[config.mk]
export PLATFORM = sky130hd
export DESIGN_NAME = operand_fetch_stage_flat
export DESIGN_NICKNAME = d
export VERILOG_FILES = /design/src/rtl/operand_fetch_stage_if.sv /design/src/rtl/operand_fetch_stage.sv /design/src/flat_wrapper.sv
export SDC_FILE = /design/constraint.sdc
export NUM_CORES = 1
export LEC_CHECK = 0
export ABC_AREA = 0
export CAP_MARGIN = 20
export CORE_UTILIZATION = 46
export CTS_CLUSTER_SIZE = 30
export DETAILED_ROUTE_END_ITERATION = 8
export GPL_ROUTABILITY_DRIVEN = 0
export PLACE_DENSITY = 0.73
export RECOVER_POWER = 25
export SYNTH_ARGS = -nofsm -noshare
export SYNTH_HDL_FRONTEND = slang
export SYNTH_SLANG_ARGS = --single-unit
[constraint.sdc]
create_clock -name clk -period 3.8 [get_ports clk]
set_input_delay 0.38 -clock clk [delete_from_list [all_inputs] [get_ports clk]]
set_output_delay 0.38 -clock clk [all_outputs]
set_load 0.005 [all_outputs]
[src/rtl/operand_fetch_stage_if.sv]
// Bundle between the operand fetch stage and its neighbours.
//   command side  : in_valid/in_ready, rn, rm, shift, asel, bsel, sximm
//   operand side  : out_valid/out_ready, ain, bin
//   write-back    : wb_en, wb_addr, wb_data
// master = command source / ALU side, slave = operand_fetch_stage.
interface operand_fetch_stage_if #(
  parameter int unsigned DATA_W = 16,
  parameter int unsigned ADDR_W = 3
);
  logic              in_valid;
  logic              in_ready;
  logic [ADDR_W-1:0] rn;
  logic [ADDR_W-1:0] rm;
  logic [1:0]        shift;
  logic              asel;
  logic              bsel;
  logic [DATA_W-1:0] sximm;
  logic              out_valid;
  logic              out_ready;
  logic [DATA_W-1:0] ain;
  logic [DATA_W-1:0] bin;
  logic              wb_en;
  logic [ADDR_W-1:0] wb_addr;
  logic [DATA_W-1:0] wb_data;

  modport master (
    output in_valid, rn, rm, shift, asel, bsel, sximm, out_ready,
           wb_en, wb_addr, wb_data,
    input  in_ready, out_valid, ain, bin
  );

  modport slave (
    input  in_valid, rn, rm, shift, asel, bsel, sximm, out_ready,
           wb_en, wb_addr, wb_data,
    output in_ready, out_valid, ain, bin
  );
endinterface

[src/rtl/operand_fetch_stage.sv]
// Operand supply stage ahead of the 16-bit ALU.
// Holds an NREG x DATA_W register file, fetches R[rn] into latch A and
// shifted R[rm] into latch B over two cycles, then presents ain/bin with a
// valid/ready handshake. Write-back port is independent of the FSM and
// bypasses into a fetch that reads the address being written.
// Ports: clk, rst_n (async active-low), bus (operand_fetch_stage_if.slave).
module operand_fetch_stage #(
  parameter int unsigned DATA_W = 16,
  parameter int unsigned NREG   = 8,
  parameter int unsigned ADDR_W = 3
) (
  input  logic                   clk,
  input  logic                   rst_n,
  operand_fetch_stage_if.slave   bus
);

  localparam logic [1:0] ST_IDLE    = 2'd0;
  localparam logic [1:0] ST_FETCH_A = 2'd1;
  localparam logic [1:0] ST_FETCH_B = 2'd2;
  localparam logic [1:0] ST_PRESENT = 2'd3;

  logic [1:0]        state_q,     state_d;
  logic [ADDR_W-1:0] rn_q,        rn_d;
  logic [ADDR_W-1:0] rm_q,        rm_d;
  logic [1:0]        shift_q,     shift_d;
  logic              asel_q,      asel_d;
  logic              bsel_q,      bsel_d;
  logic [DATA_W-1:0] sximm_q,     sximm_d;
  logic [DATA_W-1:0] a_q,         a_d;
  logic [DATA_W-1:0] b_q,         b_d;
  logic              in_ready_q,  in_ready_d;
  logic              out_valid_q, out_valid_d;
  logic [DATA_W-1:0] regs_q [NREG];
  logic [DATA_W-1:0] regs_d [NREG];

  logic [DATA_W-1:0] rd_a;
  logic [DATA_W-1:0] rd_b;

  // B-path shifter; only ever applied to the register value, never sximm
  function automatic logic [DATA_W-1:0] shift_b(input logic [1:0] sh,
                                                input logic [DATA_W-1:0] v);
    logic [DATA_W-1:0] r;
    case (sh)
      2'b01:   r = {v[DATA_W-2:0], 1'b0};
      2'b10:   r = {1'b0, v[DATA_W-1:1]};
      2'b11:   r = {v[DATA_W-1], v[DATA_W-1:1]};
      default: r = v;
    endcase
    return r;
  endfunction

  // Register reads with write-first bypass from the write-back port
  always_comb begin
    rd_a = '0;
    rd_b = '0;
    for (int i = 0; i < int'(NREG); i++) begin
      if (rn_q == ADDR_W'(i)) rd_a = regs_q[i];
      if (rm_q == ADDR_W'(i)) rd_b = regs_q[i];
    end
    if (bus.wb_en && (bus.wb_addr == rn_q)) rd_a = bus.wb_data;
    if (bus.wb_en && (bus.wb_addr == rm_q)) rd_b = bus.wb_data;
  end

  // Next-state, latch loads and write-back
  always_comb begin
    state_d   = state_q;
    rn_d      = rn_q;
    rm_d      = rm_q;
    shift_d   = shift_q;
    asel_d    = asel_q;
    bsel_d    = bsel_q;
    sximm_d   = sximm_q;
    a_d       = a_q;
    b_d       = b_q;
    regs_d    = regs_q;

    for (int i = 0; i < int'(NREG); i++) begin
      if (bus.wb_en && (bus.wb_addr == ADDR_W'(i))) regs_d[i] = bus.wb_data;
    end

    case (state_q)
      ST_IDLE: begin
        if (bus.in_valid) begin
          rn_d    = bus.rn;
          rm_d    = bus.rm;
          shift_d = bus.shift;
          asel_d  = bus.asel;
          bsel_d  = bus.bsel;
          sximm_d = bus.sximm;
          state_d = ST_FETCH_A;
        end
      end
      ST_FETCH_A: begin
        a_d     = rd_a;
        state_d = ST_FETCH_B;
      end
      ST_FETCH_B: begin
        b_d     = shift_b(shift_q, rd_b);
        state_d = ST_PRESENT;
      end
      ST_PRESENT: begin
        if (bus.out_ready) state_d = ST_IDLE;
      end
      default: state_d = ST_IDLE;
    endcase

    // Handshake flags are registered versions of the next state decode
    in_ready_d  = (state_d == ST_IDLE);
    out_valid_d = (state_d == ST_PRESENT);
  end

  always_ff @(posedge clk or negedge rst_n) begin
    if (!rst_n) begin
      state_q     <= ST_IDLE;
      rn_q        <= '0;
      rm_q        <= '0;
      shift_q     <= '0;
      asel_q      <= 1'b0;
      bsel_q      <= 1'b0;
      sximm_q     <= '0;
      a_q         <= '0;
      b_q         <= '0;
      in_ready_q  <= 1'b1;
      out_valid_q <= 1'b0;
      for (int i = 0; i < int'(NREG); i++) regs_q[i] <= '0;
    end else begin
      state_q     <= state_d;
      rn_q        <= rn_d;
      rm_q        <= rm_d;
      shift_q     <= shift_d;
      asel_q      <= asel_d;
      bsel_q      <= bsel_d;
      sximm_q     <= sximm_d;
      a_q         <= a_d;
      b_q         <= b_d;
      in_ready_q  <= in_ready_d;
      out_valid_q <= out_valid_d;
      for (int i = 0; i < int'(NREG); i++) regs_q[i] <= regs_d[i];
    end
  end

  // Operand select straight from the latches, stable while PRESENT holds
  assign bus.in_ready  = in_ready_q;
  assign bus.out_valid = out_valid_q;
  assign bus.ain       = asel_q ? '0 : a_q;
  assign bus.bin       = bsel_q ? sximm_q : b_q;

endmodule

[src/flat_wrapper.sv]
// flat-port wrapper written by rule: the top's interface ports become plain ports
module operand_fetch_stage_flat 
#(
  parameter int unsigned DATA_W = 16,
  parameter int unsigned NREG   = 8,
  parameter int unsigned ADDR_W = 3
)
  (clk, rst_n, bus_in_valid, bus_rn, bus_rm, bus_shift, bus_asel, bus_bsel, bus_sximm, bus_out_ready, bus_wb_en, bus_wb_addr, bus_wb_data, bus_in_ready, bus_out_valid, bus_ain, bus_bin);
  operand_fetch_stage_if #(.DATA_W(DATA_W), .ADDR_W(ADDR_W)) bus_i ();
  input  logic clk;
  input  logic rst_n;
  input wire logic [$bits(bus_i.in_valid)-1:0] bus_in_valid;
  input wire logic [$bits(bus_i.rn)-1:0] bus_rn;
  input wire logic [$bits(bus_i.rm)-1:0] bus_rm;
  input wire logic [$bits(bus_i.shift)-1:0] bus_shift;
  input wire logic [$bits(bus_i.asel)-1:0] bus_asel;
  input wire logic [$bits(bus_i.bsel)-1:0] bus_bsel;
  input wire logic [$bits(bus_i.sximm)-1:0] bus_sximm;
  input wire logic [$bits(bus_i.out_ready)-1:0] bus_out_ready;
  input wire logic [$bits(bus_i.wb_en)-1:0] bus_wb_en;
  input wire logic [$bits(bus_i.wb_addr)-1:0] bus_wb_addr;
  input wire logic [$bits(bus_i.wb_data)-1:0] bus_wb_data;
  output wire logic [$bits(bus_i.in_ready)-1:0] bus_in_ready;
  output wire logic [$bits(bus_i.out_valid)-1:0] bus_out_valid;
  output wire logic [$bits(bus_i.ain)-1:0] bus_ain;
  output wire logic [$bits(bus_i.bin)-1:0] bus_bin;
  assign bus_i.in_valid = bus_in_valid;
  assign bus_i.rn = bus_rn;
  assign bus_i.rm = bus_rm;
  assign bus_i.shift = bus_shift;
  assign bus_i.asel = bus_asel;
  assign bus_i.bsel = bus_bsel;
  assign bus_i.sximm = bus_sximm;
  assign bus_i.out_ready = bus_out_ready;
  assign bus_i.wb_en = bus_wb_en;
  assign bus_i.wb_addr = bus_wb_addr;
  assign bus_i.wb_data = bus_wb_data;
  assign bus_in_ready = bus_i.in_ready;
  assign bus_out_valid = bus_i.out_valid;
  assign bus_ain = bus_i.ain;
  assign bus_bin = bus_i.bin;
  operand_fetch_stage #(.DATA_W(DATA_W), .NREG(NREG), .ADDR_W(ADDR_W)) u_core (.clk(clk), .rst_n(rst_n), .bus(bus_i));
endmodule
==> impl_metrics.py, run 1 <==
metrics = {
    "die": {
        "start_util_pct": 46.8,
        "ios": 84,
        "rows": 54,
        "core_sq_um": 21800,
        "die_h_microns": 151,
        "dieWidth_microns": 151,
        "die_area_sq_um": 22700,
    },
    "logic_synthesis": {
        "synth_area_per_cell_sq_um": 12.0,
        "ys_ff_latch": 190,
        "yosysTopAreaCell": "dfrtp_1",
        "syn_inst": 850,
        "ys_top_cells_by_count": "dfrtp_1, mux2_2, nand2_1",
        "ys_warn_count": 0,
        "ys_seq_area_share_pct": 46.8,
        "yosys-top-cells-area": "dfrtp_1, mux2_2, mux4_2, mux2i_1, o21ai_0",
        "synth.top_cell.area_share_pct": 46.5,
        "yosys_most_used_dff": "dfrtp_1",
        "synth_cell_type_count": 58,
        "async_flop_share_pct": 100,
        "yosysMostFrequentCell": "dfrtp_1",
        "synthesis.nets": 900,
        "synth_edf_count": 0,
        "synth_area_sq_um": 10200,
    },
    "clocking": {
        "clock-sinks": 190,
        "tritoncts": "yes",
        "clockBufferDepth": 2,
        "insertion_delay_ns": 0.44,
        "clockRootBuffer": "clkbuf_16",
        "htreeDepth": 4,
        "ctsResizeCount": 0,
        "numCtsBuffers": 17,
        "ctsHoldBuffers": 0,
        "postCtsSetupRepairBufs": 0,
        "path_clk_slew_ns": 0.07,
    },
    "detailed_routing": {
        "final_antenna_net_count": 0,
        "drt-total-wl_microns": 26200,
        "dr.pass1.iters": 8,
        "avgRoutedWirePerCell_microns": 21.9,
        "vias": 7238,
        "drc": 0,
        "detail_route.vias_per_cell": 6.06,
        "drt_iter0_markers": 590,
    },
    "global_routing": {
        "grt_pass1_wl_microns": 41000,
        "grt_overflow_total": 0,
        "grt_pass1_vias": 7121,
        "grt_max_degree": 99,
        "antenna_found_initial": 0,
        "grt_usage_pct": 24.4,
    },
    "sta": {
        "setup_viol": 0,
        "tightest_slew_ns": 2.55,
        "timing.final.hold_violations": 0,
        "min_period_ns": 2.94,
        "post-route-period-util_pct": 77.2,
        "timing.setup.tns_ns": 0,
        "grt_setup_unrepaired": "false",
        "skew_ns": 0.0122,
        "relSlewSlack_pct": -69.9,
        "report.final.slew_viol_count": 98,
        "max_freq_mhz": 341,
    },
    "critical_path": {
        "rr_worst_depth": 7,
        "crit_chain": "buf_4 > buf_4 > mux2i_1 > mux4_2 > a21oi_1 > a22oi_1 > a31oi_1",
        "max_stage_delay_ns": 0.76,
        "crit_type": "reg2reg",
        "critPathSlowestCell": "dfrtp_2",
        "cp.required_ns": 4.16,
        "setup.worst_path.start_class": "register",
        "cp.arrival_ns": 3.29,
        "crit_path_frequent_cell": "buf_4",
        "path_max_fanout": 24,
        "cp-end-kind": "register",
    },
    "final_layout": {
        "seqCellArea_sq_um": 4760,
        "synthToLayoutAreaGrowth_pct": 16.4,
        "n_fill_cell": 1843,
        "final_layout_size_suffix_gt1_share_pct": 30.2,
        "diodes": 0,
        "fin_nets": 952,
        "multi_input_area_sq_um": 5070,
        "layout.cells.non_filler": 1195,
    },
    "power_and_ir_drop": {
        "ir_worst_vdd_uv": 359,
        "total_leakage_power_nw": 4.89,
        "powerDensity_nw_per_um2": 798,
    },
    "min_path": {
        "min_path_cells": 2,
        "hp-class": "reg2reg",
    },
    "job": {
        "cap_violations": 1,
    },
    "run_status": {
        "status": "finished with violations",
        "violations": "capacitance limit, slew limit",
    },
    "placement": {
        "dpl.cell_count": 1163,
        "io_buffers": 83,
        "dp_hpwl_microns": 17100,
    },
}
flip-flops by register name, indices dropped and copies added, names as in the netlist:
signal                cells
u_core.a_q               16
u_core.rn_q               3
u_core.bsel_q             1
u_core.bus.in_ready       1
u_core.state_q            2
u_core.bus.out_valid      1
u_core.sximm_q           16
u_core.asel_q             1
u_core.rm_q               3
u_core.regs_q           128
u_core.shift_q            2
u_core.b_q               16
report_power, final:
part | leakage (nW) | internal, mW | switching (mW)
clock | 0.290 | 1.04 | 0.776
combinational | 2.31 | 2.27 | 2.06
sequential | 2.29 | 2.65 | 0.647
total | 4.89 | 5.97 | 3.48
path summary, 6_finish.rpt:
check	from	to	slack [ns]
worst max register to register	u_core.rm_q[0]	u_core.b_q[7]	0.86
worst min register to register	u_core.a_q[7]	u_core.a_q[7]	0.48
worst max-delay path	u_core.rm_q[0]	u_core.b_q[7]	0.86
min in group asynchronous	rst_n	u_core.state_q[1]	0.68
max in group asynchronous	rst_n	u_core.rm_q[0]	1.45
worst min-delay path	u_core.a_q[7]	u_core.a_q[7]	0.48
layout by cell type (no fill, tap or decap), drive strengths merged, types with 3 or more instances in the layout:
cell,synthesis,final
clkdlybuf4s50,0,82
o211ai,3,3
clkinv,1,4
and2,4,4
mux4,42,42
nand4b,3,3
nor2,45,45
nand4,3,3
a22oi,9,9
o2bb2ai,3,3
o21ai,58,58
nand2b,9,9
nor3,6,6
inv,7,9
a31oi,5,5
a22o,6,6
buf,26,24
o21a,3,3
nand3,8,8
nand2,70,70
o22ai,6,6
clkbuf,48,24
a221oi,8,8
nor2b,30,30
a211oi,3,3
a21oi,17,17
xnor2,6,6
dfrtp,189,189
mux2,171,171
mux2i,33,33
metrics by stage:
stage	utilization, %	worst slack (ns)	power (mW)	hold slack, ns	area, sq um
final	54.4	0.865	9.45	0.476	11800
after global routing	54.4	0.756	10.0	0.503	11800
after CTS	54.5	0.906	9.45	0.0632	11800
after detailed placement	51.7	0.911	7.62	0.463	11300
after global placement	51.6	0.998	7.48	0.453	11200
after floorplan	-	1.66	6.13	0.0844	10200
critical path, delay by kind of cell, from the launching register on:
| family | cells | cell delay [ns] |
|---|---|---|
| DFF | 1 | 0.76 |
| buffers and inverters | 2 | 0.72 |
| muxes | 2 | 0.57 |
| AOI/OAI and AO/OA | 3 | 0.79 |
cells by family after synthesis:
logic type / share of synthesized area (%)
AOI/OAI and AO/OA: 8.53
and+or+nand+nor: 8.93
muxes: 31.7
xor gates and xnor gates: 0.517
DFF: 46.8
buffers and inverters: 3.60
final cells by class:
class | count | share of cell area (%)
Clock buffer | 23 | 4.12
Sequential cell | 190 | 40.2
Inverter | 8 | 0.254
Multi-Input combinational cell | 578 | 42.8
Timing Repair Buffer | 107 | 8.77
Tap cell | 280 | 2.96
Clock inverter | 9 | 0.909
per-layer routing:
layer	track usage [%]	vias to the layer above	routed length, microns
li1	-	3210	-
met1	35.3	3704	12200
met2	37.3	294	11900
met3	5.12	30	1760
met4	6.50	0	408
met5	0	-	0
Note: power is estimated with default switching activity, not from simulation.
==> run 2, diff against run 1 <==
PLACE_DENSITY = 0.75   (was 0.73)
clock period = 2.4 ns   (was 3.8 ns; I/O delays follow)
==> run 2 against run 1 <==
Net effect:
- the run still ends with capacitance limit, slew limit left
- core utilization increased by 1.4 points
- sequential cell count unchanged
- via count increased by 2.1%
- sequential power increased by 57%
- critical path depth decreased by 1
- clock power increased by 59%
- clock-buffer cell count unchanged
- clock skew decreased by 0.0068 ns
- cell count increased by 2.1%
- combinational power increased by 66%
==> impl_metrics.py, run 2 (same netlist as run 1, synthesis figures left out) <==
metrics = {
    "final_layout": {
        "n_fill_cell": 1796,
        "top_register": "u_core.regs_q",
        "largest_reg_flops": 128,
        "layout_commonest_cell": "dfrtp_1",
        "final_layout_size_suffix_gt1_share_pct": 32.3,
        "seqCellArea_sq_um": 4760,
        "final_cell_mix": "dfrtp_1, mux2_2, clkdlybuf4s50_1, nand2_1, o21ai_0",
        "multi_input_area_sq_um": 5080,
        "synthToLayoutAreaGrowth_pct": 19.4,
        "diodes": 0,
        "fin_nets": 977,
        "layout.cells.non_filler": 1220,
    },
    "run_status": {
        "violations": "capacitance limit, slew limit",
        "status": "finished with violations",
    },
    "die": {
        "die_h_microns": 151,
        "core_sq_um": 21800,
        "start_util_pct": 46.8,
        "rows": 54,
        "dieWidth_microns": 151,
        "die_area_sq_um": 22700,
        "ios": 84,
    },
    "clocking": {
        "clockBufferDepth": 2,
        "tritoncts": "yes",
        "path_clk_slew_ns": 0.06,
        "clockRootBuffer": "clkbuf_16",
        "insertion_delay_ns": 0.44,
        "numCtsBuffers": 17,
        "clock-sinks": 190,
        "htreeDepth": 4,
    },
    "sta": {
        "relSlewSlack_pct": -17.6,
        "max_freq_mhz": 430,
        "setup_viol": 0,
        "timing.final.hold_violations": 0,
        "post-route-period-util_pct": 97.0,
        "skew_ns": 0.00532,
        "report.final.slew_viol_count": 74,
        "min_period_ns": 2.33,
        "timing.setup.tns_ns": 0,
        "tightest_slew_ns": 1.76,
    },
    "detailed_routing": {
        "detail_route.vias_per_cell": 6.06,
        "dr.pass1.iters": 5,
        "vias": 7388,
        "drt-total-wl_microns": 26400,
        "final_antenna_net_count": 0,
        "drc": 0,
        "drt_iter0_markers": 731,
        "avgRoutedWirePerCell_microns": 21.6,
    },
    "power_and_ir_drop": {
        "powerDensity_nw_per_um2": 1260,
        "power_frac_clock_pct": 19.1,
        "switching_share_pct": 36.2,
        "pwr-share-comb_pct": 47.0,
        "total_leakage_power_nw": 5.04,
        "pwr-share-seq_pct": 33.9,
        "netSwitchingPower_mw": 5.52,
        "p_int_mw": 9.72,
        "ir_worst_vdd_uv": 573,
    },
    "placement": {
        "io_buffers": 83,
        "dpl.cell_count": 1187,
        "dp_hpwl_microns": 17800,
    },
    "critical_path": {
        "cp-end-kind": "register",
        "crit_type": "reg2reg",
        "cp.required_ns": 2.72,
        "path_max_fanout": 39,
        "setup.worst_path.start_class": "register",
        "cp.arrival_ns": 2.65,
    },
    "global_routing": {
        "grt_overflow_total": 0,
        "antenna_found_initial": 0,
        "grt_pass1_wl_microns": 41600,
        "grt_usage_pct": 24.6,
        "grt_max_degree": 76,
        "grt_pass1_vias": 7381,
    },
    "job": {
        "cap_violations": 1,
    },
    "min_path": {
        "hp-class": "in2reg",
    },
}
==> run 2: changes by cell type in the layout (fill, tap and decap cells not counted), sizes merged <==
cell,delta
clkbuf,-1
inv,-2
buf,+25
dlygate4sd3,+1
clkinv,+2
==> run 2: power by group through the flow <==
stage	clock, mW	sequential, mW	combinational, mW
global route	3.06	5.29	7.77
CTS	2.93	5.15	7.10
detailed placement	0	5.21	7.07
floorplan	0	4.66	5.05
global placement	0	5.16	6.93
finish	2.90	5.17	7.17
==> run 2: repair_timing <==
item                       CTS  global route
setup endpoints to repair    0            13
resized for setup            0             4
buffers inserted             0             0
hold buffers                 1             0
hold endpoints to repair    70             0
==> run 2: cell type report <==
cell class | count | area share (%)
Multi-Input combinational cell | 578 | 41.8
Timing Repair Buffer | 132 | 10.9
Clock buffer | 23 | 4.10
Sequential cell | 190 | 39.2
Clock inverter | 9 | 0.886
Inverter | 8 | 0.247
Tap cell | 280 | 2.88
==> run 2: routing by layer <==
layer / vias to the layer above / track usage [%] / wire length [microns]
li1: 3255 / - / -
met1: 3746 / 34.7 / 12000
met2: 319 / 37.8 / 11900
met3: 68 / 4.03 / 1650
met4: 0 / 9.75 / 805
met5: - / 0 / 0
==> run 2: path summary, 6_finish.rpt <==
kind | end | slack (ns) | startpoint | cells after the start
min in group asynchronous | u_core.bus.out_valid | 0.84 | rst_n | 2
hold reg to reg | u_core.a_q[6] | 0.47 | u_core.a_q[6] | 2
setup reg to reg | u_core.b_q[4] | 0.07 | u_core.rm_q[0] | 6
max in group asynchronous | u_core.rn_q[1] | 0.39 | rst_n | 2
hold / removal | u_core.rn_q[2] | 0.38 | bus_rn[2] | 3
setup / recovery | u_core.b_q[4] | 0.07 | u_core.rm_q[0] | 6
==> run 2: critical path, stage by stage, from the launching register on <==
cell	delay [ns]
dfrtp_2	0.44
buf_12	0.26
mux4_2	0.53
mux2_2	0.29
mux2i_2	0.28
o21ai_0	0.14
a211o_1	0.24
==> run 2: through the flow <==
stage               hold slack, ns  setup slack (ns)  util (%)  power (mW)  cell area (sq um)
finish                       0.375            0.0718      55.8        15.2              12100
global route                 0.387          -0.00595      55.8        16.1              12100
CTS                          0.371            0.0278      55.8        15.2              12100
detailed placement           0.317            0.0659      53.0        12.3              11500
global placement             0.317             0.155      53.0        12.1              11500
floorplan                  -0.0556             0.260         -        9.71              10200
==> run 3, diff against run 2 <==
CORE_MARGIN = 3   (was unset)
clock period = 2 ns   (was 2.4 ns; I/O delays follow)
==> run 3 against run 2 <==
Net effect:
- the flow finishes with violations (setup timing)
- combinational power grew 48%
- core utilization grew 5.3 points
- sequential share of layout area shrank 2.7 points
- clock power grew 27%
==> impl_metrics.py, run 3 (same netlist as run 1, synthesis figures left out) <==
metrics = {
    "sta": {
        "finalWorstSetupSlack_ns": -0.202,
        "timing.final.hold_violations": 0,
        "report.final.slew_viol_count": 0,
        "setup_viol": 16,
        "min_period_ns": 2.20,
        "grt_setup_unrepaired": "true",
        "tightest_slew_ns": 1.39,
        "post-route-period-util_pct": 110,
        "relSlewSlack_pct": 7.36,
        "max_freq_mhz": 454,
        "skew_ns": 0.0124,
    },
    "global_routing": {
        "grt_pass1_vias": 7863,
        "antenna_found_initial": 0,
        "grt_pass1_wl_microns": 45200,
        "grt_overflow_total": 0,
        "grt_usage_pct": 24.5,
        "grt_max_degree": 52,
    },
    "die": {
        "ios": 84,
        "core_sq_um": 21400,
        "dieWidth_microns": 155,
        "die_area_sq_um": 23900,
        "die_h_microns": 155,
        "start_util_pct": 47.6,
        "rows": 53,
    },
    "power_and_ir_drop": {
        "powerDensity_nw_per_um2": 1570,
        "ir_worst_vdd_uv": 671,
        "total_leakage_power_nw": 5.53,
        "power_mw": 20.4,
    },
    "final_layout": {
        "layout_commonest_cell": "dfrtp_1",
        "final_layout_size_suffix_gt1_share_pct": 40.3,
        "synthToLayoutAreaGrowth_pct": 28.2,
        "diodes": 0,
        "top_register": "u_core.regs_q",
        "fin_nets": 1048,
        "largest_reg_flops": 128,
        "final_cell_mix": "dfrtp_1, mux2_2, buf_4, nand2_1, clkdlybuf4s50_1",
    },
    "clocking": {
        "clockBufferDepth": 2,
        "tritoncts": "yes",
        "clockRootBuffer": "clkbuf_16",
        "clock-sinks": 190,
        "htreeDepth": 4,
        "numCtsBuffers": 17,
        "insertion_delay_ns": 0.45,
        "path_clk_slew_ns": 0.07,
    },
    "detailed_routing": {
        "drt-total-wl_microns": 28800,
        "dr.pass1.iters": 5,
        "detail_route.vias_per_cell": 6.06,
        "vias": 7790,
        "drc": 0,
        "avgRoutedWirePerCell_microns": 22.4,
        "drt_iter0_markers": 779,
        "final_antenna_net_count": 0,
    },
    "job": {
        "cap_violations": 0,
    },
    "critical_path": {
        "cp.arrival_ns": 2.57,
        "r2r_slack_ns": -0.20,
        "setup.worst_path.start_class": "register",
        "timing.rr.end": "u_core.b_q[7]",
        "cp-end-kind": "register",
        "path_max_fanout": 14,
        "crit_type": "reg2reg",
        "rr_worst_depth": 8,
        "cp.required_ns": 2.36,
        "r2r_start": "u_core.rm_q[0]",
    },
    "run_status": {
        "violations": "setup timing",
        "status": "finished with violations",
    },
    "placement": {
        "io_buffers": 83,
        "dp_hpwl_microns": 19100,
        "dpl_worst_slack_ns": -0.277,
    },
    "min_path": {
        "holdPathEnd": "u_core.rn_q[2]",
        "min_path_cells": 3,
        "hp-class": "in2reg",
        "min_from": "bus_rn[2]",
    },
}
-- run 3: cell types whose count changed in the layout (fill, tap and decap cells not counted), sizes merged --
cell / previous run / this run
dlygate4sd2: 0 / 16
inv: 7 / 12
clkinv: 6 / 4
clkbuf: 23 / 18
bufinv: 2 / 4
buf: 49 / 116
bufbuf: 0 / 3
clkdlybuf4s50: 82 / 66
clkinvlp: 2 / 3
-- run 3: cell type report --
cell class                      count  area (sq um)
Fill cell                        1622          8310
Multi-Input combinational cell    578          5230
Sequential cell                   190          4760
Timing Repair Buffer              203          2040
Clock buffer                       17           425
Tap cell                          275           344
Clock inverter                     15           208
Inverter                            8          30.0
-- run 3: through the flow --
step | TNS [ns] | cells | area [sq um] | util, % | hold WS [ns]
2_1_floorplan | -0.0402 | 850 | 10200 | - | -0.0956
3_3_place_gp | -2.20 | 1231 | 12000 | 56.2 | 0.200
3_5_place_dp | -3.26 | 1231 | 12000 | 56.2 | 0.196
4_1_cts | -1.74 | 1285 | 13000 | 60.9 | 0.305
5_1_grt | -3.20 | 1286 | 13000 | 61.1 | 0.340
6_report | -2.24 | 1286 | 13000 | 61.1 | 0.337
-- run 3: power breakdown --
| group | switching [mW] | internal, mW | total [mW] |
|---|---|---|---|
| registers | 1.08 | 5.05 | 6.13 |
| clock network | 1.57 | 2.11 | 3.69 |
| logic | 4.72 | 5.88 | 10.6 |
| total | 7.38 | 13.0 | 20.4 |
-- run 3: what timing repair did --
action | in CTS | in global routing
gates cloned | 4 | 0
pin swaps | 6 | 6
setup buffers | 17 | 1
hold endpoints to repair | 45 | 0
endpoints found under the setup margin | 30 | 25
gates resized for setup | 53 | 17
hold buffers | 1 | 0
-- run 3: worst max-delay path, cell delays in order, from the launching register on --
cell and delay, ns:
dfrtp_2 0.43, buf_4 0.17, bufbuf_16 0.29, mux2i_1 0.13
mux4_2 0.49, a21oi_2 0.18, buf_4 0.15, a22oi_1 0.09
a31oi_1 0.19
-- run 3: worst max path at each step --
| stage | from | endpoint | slack, ns | cells after the start |
|---|---|---|---|---|
| after floorplan | u_core.rm_q[0] | u_core.b_q[14] | -0.03 | 7 |
| after global placement | u_core.rm_q[0] | u_core.b_q[4] | -0.18 | 7 |
| after detailed placement | u_core.rm_q[0] | u_core.b_q[4] | -0.28 | 7 |
| after CTS | u_core.rm_q[0] | u_core.b_q[7] | -0.18 | 8 |
| after global routing | u_core.rm_q[0] | u_core.b_q[14] | -0.25 | 9 |
| final | u_core.rm_q[0] | u_core.b_q[7] | -0.20 | 8 |
-- run 3: layer usage --
layer  up-vias  wire (microns)  track usage [%]
li1       3413               -                -
met1      3949           12400             35.1
met2       373           13300             36.9
met3        55            2400             6.21
met4         0             656             7.74
met5         -               0                0
